$ cat config.mk
export PLATFORM = sky130hd
export DESIGN_NAME = debugger_output
export DESIGN_NICKNAME = d
export VERILOG_FILES = /design/src/rtl/debugger_output.sv
export SDC_FILE = /design/constraint.sdc
export NUM_CORES = 1
export LEC_CHECK = 0
export ABC_CLOCK_PERIOD_IN_PS = 4350
export CORE_AREA = 2 2 210 212
export DETAILED_ROUTE_END_ITERATION = 7
export DIE_AREA = 0 0 212 214
export SYNTH_ARGS = -nofsm -noshare
export SYNTH_HDL_FRONTEND = slang
export SYNTH_SLANG_ARGS = --single-unit
$ cat constraint.sdc
create_clock -name CLK -period 4.35 [get_ports CLK]
set_clock_uncertainty 0.1 [all_clocks]
set_input_delay 1.0875 -clock CLK [delete_from_list [all_inputs] [get_ports CLK]]
set_output_delay 1.0875 -clock CLK [all_outputs]
set_load 0.01 [all_outputs]
$ cat src/rtl/debugger_output.sv
// debugger_output: streams a request-supplied byte buffer to the UART transmitter,
// expanding LF to CR LF and optionally appending a CR LF terminator.
module debugger_output #(
    parameter int COUNT = 64,
    localparam int LW = $clog2(COUNT + 1) + 1
) (
    input  logic               CLK,
    input  logic               RESET_n,
    input  logic               REQ_n,
    input  logic [8*COUNT-1:0] DATA,
    input  logic [LW-1:0]      LENGTH,
    input  logic               NEWLINE,
    output logic               ACK_n,
    output logic               BUSY,
    output logic [7:0]         TX_DATA,
    output logic               TX_WRITE,
    input  logic               TX_BUSY
);
    localparam int IW = COUNT > 1 ? $clog2(COUNT) : 1;
    localparam logic [LW-1:0] COUNT_W = LW'(COUNT);

    typedef enum logic [2:0] {IDLE, FETCH, ISSUE, HOLD, CRLF_CR, CRLF_LF, COMPLETE} state_t;

    state_t        state_q, state_d, ret_q, ret_d;
    logic [LW-1:0] idx_q, idx_d, len_q, len_d;
    logic          nl_q, nl_d, lf_pend_q, lf_pend_d, hold_first_q, hold_first_d;
    logic [7:0]    tx_data_q, tx_data_d;
    logic          tx_write_q, tx_write_d;
    logic [7:0]    buf_bytes [COUNT];
    logic [7:0]    cur_byte;

    // Byte i of the buffer occupies DATA[8*i +: 8].
    for (genvar i = 0; i < COUNT; i++) begin : g_bytes
        assign buf_bytes[i] = DATA[8*i +: 8];
    end

    assign cur_byte = buf_bytes[idx_q[IW-1:0]];

    always_ff @(posedge CLK) begin
        if (!RESET_n) begin
            state_q      <= IDLE;
            ret_q        <= FETCH;
            idx_q        <= '0;
            len_q        <= '0;
            nl_q         <= 1'b0;
            lf_pend_q    <= 1'b0;
            hold_first_q <= 1'b0;
            tx_data_q    <= 8'h00;
            tx_write_q   <= 1'b0;
        end else begin
            state_q      <= state_d;
            ret_q        <= ret_d;
            idx_q        <= idx_d;
            len_q        <= len_d;
            nl_q         <= nl_d;
            lf_pend_q    <= lf_pend_d;
            hold_first_q <= hold_first_d;
            tx_data_q    <= tx_data_d;
            tx_write_q   <= tx_write_d;
        end
    end

    always_comb begin
        state_d      = state_q;
        ret_d        = ret_q;
        idx_d        = idx_q;
        len_d        = len_q;
        nl_d         = nl_q;
        lf_pend_d    = lf_pend_q;
        hold_first_d = 1'b0;
        tx_data_d    = tx_data_q;
        tx_write_d   = 1'b0;
        case (state_q)
            IDLE: begin
                if (!REQ_n) begin
                    len_d     = LENGTH > COUNT_W ? COUNT_W : LENGTH;
                    nl_d      = NEWLINE;
                    idx_d     = '0;
                    lf_pend_d = 1'b0;
                    state_d   = FETCH;
                end
            end
            FETCH: begin
                if (REQ_n) begin
                    state_d = IDLE;
                end else if (idx_q == len_q) begin
                    state_d = nl_q ? CRLF_CR : COMPLETE;
                end else begin
                    state_d = ISSUE;
                    ret_d   = FETCH;
                    // An LF is visited twice: first pass sends CR, second pass sends the LF itself.
                    if (cur_byte == 8'h0A && !lf_pend_q) begin
                        lf_pend_d = 1'b1;
                        tx_data_d = 8'h0D;
                    end else begin
                        lf_pend_d = 1'b0;
                        tx_data_d = cur_byte;
                        idx_d     = idx_q + LW'(1);
                    end
                end
            end
            ISSUE: begin
                if (REQ_n) begin
                    state_d = IDLE;
                end else if (!TX_BUSY) begin
                    tx_write_d   = 1'b1;
                    hold_first_d = 1'b1;
                    state_d      = HOLD;
                end
            end
            HOLD: begin
                // TX_BUSY may lag the strobe by a cycle, so the first cycle is not trusted.
                if (!hold_first_q && !TX_BUSY) state_d = REQ_n ? IDLE : ret_q;
            end
            CRLF_CR: begin
                state_d   = REQ_n ? IDLE : ISSUE;
                tx_data_d = 8'h0D;
                ret_d     = CRLF_LF;
            end
            CRLF_LF: begin
                state_d   = REQ_n ? IDLE : ISSUE;
                tx_data_d = 8'h0A;
                ret_d     = COMPLETE;
            end
            COMPLETE: begin
                if (REQ_n) state_d = IDLE;
            end
            default: state_d = IDLE;
        endcase
    end

    always_comb begin
        ACK_n    = state_q != COMPLETE;
        BUSY     = state_q != IDLE;
        TX_DATA  = tx_data_q;
        TX_WRITE = tx_write_q;
    end
endmodule

=== Yosys cells after proc, flatten, opt, wreduce, memory -nomap -nowiden ===
Cells that the tools add are included.

* Register bits: 33
* Latch bits: 0
* Memory bits (writable): 0
* ROM bits: 0
* Bits of input ports: 525
* Output and inout bits: 11
* Logic and storage cells: 80
* Memories kept: 0

* $add $sub $neg: 1
* $mul: 0
* Div/mod/pow operators: 0
* Magnitude comparators: 2
* Equality and inequality tests: 16
* Shift-type cells: 0
* Multiplexer cells: 33
* Bitwise operators: 4
* Reductions and logical operators: 16

{| class="wikitable"
|+ Operators with widths
! kind !! count
|-
| $mux 8 || 10
|-
| $bmux 8 s6 || 1
|-
| $mux 3 || 10
|-
| $pmux 8 s3 || 1
|-
| $pmux 3 s6 || 1
|-
| $pmux 8 s2 || 1
|-
| $ne 2x2->1 const B || 6
|-
| $eq 3x3->1 const B || 3
|-
| $pmux 3 s3 || 1
|-
| $add 8x1->8 const B || 1
|-
| $eq 8x4->1 const B || 1
|-
| $eq 8x8->1 || 1
|-
| $gt 8x7->1 const B || 1
|-
| $reduce_and 4->1 || 2
|-
| $ge 7x7->1 const B || 1
|-
| $not 6->7 || 1
|-
| $eq 3x2->1 const B || 2
|-
| $ne 3x3->1 const B || 2
|-
| $reduce_bool 3->1 || 2
|-
| $mux 1 || 5
|-
| $reduce_and 5->1 || 1
|-
| $mux 2 || 2
|-
| $eq 3x1->1 const B || 1
|-
| $logic_not 1->1 || 3
|-
| 9 further kinds || 12
|}

=== Logic depth before layout (Yosys ltp) ===
* Word-level depth: 10
* Mapped depth: 14
* Mapped depth without buffers: 8

=== Worst setup path after synthesis ===
No wires, ideal clock.

* Kind: input to register
* Start: input port DATA[414]
* End: register idx_q[7]
* Library setup time: 0.073 ns
* Arrival: 3.639 ns
* Required time: 4.177 ns
* Setup slack: 0.538 ns
* Stages on the path: 9
* Buffers on the path: 1
* Cell sequence: mux4_2 mux4_2 o221a_1 a32oi_1 o2111ai_2 or4b_4 buf_6 a211o_1 o211ai_2

* Longest elaborated chain between the ends: 7

{| class="wikitable"
|+ Ends and longest elaborated chain
! what !! RTL line !! source
|-
| from (decl) || 10 || <nowiki>input logic [8*COUNT-1:0] DATA,</nowiki>
|-
| $bmux 8 s6 || 37 || <nowiki>assign cur_byte = buf_bytes[idx_q[IW-1:0]];</nowiki>
|-
| $mux 8 (not written as such) (2 in a row) || 37 ||
|-
| $eq 8x4->1 || 92 || <nowiki>if (cur_byte == 8'h0A && !lf_pend_q) begin</nowiki>
|-
| $logic_and 1x1->1 || 92 ||
|-
| $ne 2x2->1 (no source line) || -- ||
|-
| $reduce_and 5->1 (no source line) || -- ||
|-
| to (signal assigned) || 53 || <nowiki>idx_q <= idx_d;</nowiki>
|-
| to (decl) || 25 || <nowiki>logic [LW-1:0] idx_q, idx_d, len_q, len_d;</nowiki>
|}

No other way between the ends. The select of a mux whose other input is x is not followed.
A chain may end at the register's enable or synchronous reset.

=== Worst setup path in the final report ===
* Start: input port DATA[478]
* End: register idx_q[0]

Same word-level chain as after synthesis.

==> results.md <==
* Crit share post-route at 0.968
* Slew HR at 0.431
* Crit path kind: in2reg
* Syn nets at 1072
* Bufs and invs on worst path at 2
* HP Class: reg2reg
* Power Dens Cells at 129 nW/µm²
* Max H-tree Level at 2
* Post-CTS Resized at 0
* Syn avg cell area at 10.9 µm²
* Max-slew violation total from the final report at 0
* Mapped Cells at 546
* Max_cap viols at 0
* Synth cell types at 67
* Worst path arrival time at 4240 ps
* All-Layer GR Usage at 0.177
* Initial core utilization at 0.139
* CTS Hold Bufs at 0
* Clk root buf: clkbuf_16
* Crit path max fanout at 8
* Worst Tran Pin Value at 846 ps
* Cell with the largest stage delay on the worst path: or4b_4
* WL final at 41.4 mm
* # IOs at 536
* First-pass GRT wire length at 57.3 mm
* Seq/Total Area, Yosys at 0.111
* Status: complete, no violations
* Routed wire per std cell at 24.9 µm
* Die area at 45400 µm²
* Area of the multi-input gates at 4940 µm²
* Min Clock Period, post-route at 4210 ps
* Ys flop type: dfxtp_1
* Cell Rows at 76
* Data required time at the worst endpoint at 4380 ps
* Final Setup Violations at 0
* Drc violations at 0
* Via count at 7430
* WL met1 at 16.7 mm
* Highest Signal Layer: met5
* Syn-to-layout area delta at 107%
* Max incr delay on CP at 640 ps
* Fmax at 0.237 GHz
* Setup repair after global routing missed its margin: false
* Number of global-route vias before repair at 8145
* Sum Neg Setup Slack at 0 ps
* Pre-antenna DRT Iters at 5
* Post-synth EDFFs at 0
* FF+latch count, synth at 33
* Die H at 214 µm
* Buffers on Ports at 535
* Vias/cell at 4.47
* Metal2 WL at 20.7 mm
* DRT antenna net count at 0
* DRT iter0 DRCs at 339
* CTS sink cnt at 33
* HPWL Detailed at 35.8 mm
* Pin count of the biggest net entering global routing at 40
* Antenna violations before repair at 14
* Share of flip-flops with an asynchronous set or reset at 0
* Core area at 42900 µm²
* Most used cell, CP: mux4_2
* FF+latch area at 678 µm²
* DR WL met3 at 2.95 mm
* Hold slack final at 358 ps
* Clock buffer count from CTS at 5
* CTS tree: yes
* Placer Congestion at 0.932
* Number of buffers on the longest clock path at 2
* Clock slew at reported path FFs at 50 ps
* Post-Syn Area at 5940 µm²
* Max VDD drop at 175 µV
* Setup Buffers After CTS at 0
* Layout cells sized above 1 at 0.187
* Synth warn at 0
* Overflow after GRT at 0
* Final Hold Violating Endpoints at 0
* Die W at 212 µm
* Fill cells at 4501
* Clk_lat worst skew at 280 ps
* Startpoint Class: input port
* Worst setup EP type: flip-flop
* Leak at 3.91 nW
* Crit path cell chain: clkdlybuf4s50_1, mux4_2, mux4_2, o221a_1, a32oi_2, o2111ai_2, or4b_4, buf_4, a21oi_1, a311oi_2
* Nets at 1595
* Critical path's top delay family: multiplexers
## placed cells by master (no fill, tap or decap), drive strengths merged, types with 3 or more instances in the layout
cell type      Yosys  final
clkdlybuf4s50      0    535
mux4             125    125
buf               34     42
nand2             40     40
nor2              36     36
dfxtp             33     33
mux2i             24     24
a21oi             24     24
a22oi             23     23
nand3             23     23
nor2b             14     14
a31oi              9      9
nand2b             8      8
xnor2              8      8
o21ai              8      8
a211oi             8      8
nor3               7      7
clkbuf            27      7
diode              0      6
o22ai              6      6
mux2               6      6
o31a               5      5
and2               5      5
a311oi             5      5
nand3b             4      4
nand4              4      4
nor4               4      4
and3               4      4
or2                3      3
o32ai              3      3
o31ai              3      3
a2111oi            3      3
nor3b              3      3
clkinv             2      3
o211ai             3      3
nor4b              3      3
## worst min-delay path: cells and delay by family, from the launching register on
| family | cells | cell delay (ps) |
|---|---|---|
| AOI/OAI and AO/OA | 1 | 50 |
| DFF | 1 | 300 |
| and+or+nand+nor | 1 | 50 |
## per-layer routing
layer / vias up / track usage
met2: 368 / 0.304
li1: 3351 / -
met4: 4 / 0.0533
met1: 3660 / 0.217
met3: 47 / 0.0421
met5: - / 0
## report_power, final
part	total [mW]	switching [mW]	internal (mW)
clock network	0.374	0.132	0.242
logic	0.877	0.257	0.620
registers	0.328	0.0170	0.311
total	1.58	0.406	1.17
## final cells by class
class,instances,share of cell area
tap,585,0.0597
clock buffer,7,0.0124
clock inverter,1,0.000408
antenna,6,0.00122
inverter,4,0.00122
multi-input combinational,448,0.403
sequential,33,0.0553
timing repair buffer,577,0.467
## synth_stat cells, types with 5 or more instances
cell type	instances	area [µm²]
mux4_2	125	2820
nand2_1	40	150
nor2_1	36	135
dfxtp_1	33	661
clkbuf_1	27	101
a21oi_1	24	120
mux2i_1	24	240
a22oi_1	23	173
nand3_1	22	110
buf_2	17	85.1
nor2b_1	14	87.6
a31oi_1	9	56.3
buf_6	8	90.1
nand2b_1	8	50.1
xnor2_1	8	70.1
a211oi_1	7	52.6
nor3_1	7	35.0
o21ai_0	7	35.0
mux2_2	6	67.6
o22ai_1	6	37.5
a311oi_1	5	43.8
and2_1	5	31.3
buf_4	5	37.5
o31a_1	5	43.8
## stage by stage
step           std cells  cell area (µm²)  power (mW)  setup WS, ps   util
6_report            1661            12300        1.58           139  0.286
5_1_grt             1659            12300        1.65          2.47  0.286
4_1_cts             1655            12200        1.59           102  0.285
3_5_place_dp        1647            12100        1.21          -165  0.282
3_3_place_gp        1647            12100        1.21          -127  0.282
2_1_floorplan        546             5940       0.618           538      -
## state kept, by name, indices dropped and copies added, names as in the netlist
name / cells
lf_pend_q: 1
state_q: 3
ret_q: 3
TX_DATA: 8
len_q: 8
nl_q: 1
idx_q: 8
TX_WRITE: 1
## kinds of logic after synthesis
kind of cell,count (synthesis),share of synthesized area
AND/OR/NAND/NOR,165,0.144
multiplexers,155,0.526
AO/OA/AOI/OAI,119,0.145
buffers and inverters,65,0.0598
flip-flops,33,0.111
XOR/XNOR,8,0.0118
adder cells (fa/ha/maj),1,0.00211
## worst paths after layout
path	from	end	slack, ps	cells after the start
worst max-delay path	DATA[478]	idx_q[0]	140	10
worst min register to register	TX_DATA[5]	TX_DATA[5]	360	2
worst min-delay path	TX_DATA[5]	TX_DATA[5]	360	2
worst max register to register	idx_q[1]	idx_q[0]	470	12
Note: power is estimated with default switching activity, not from simulation.
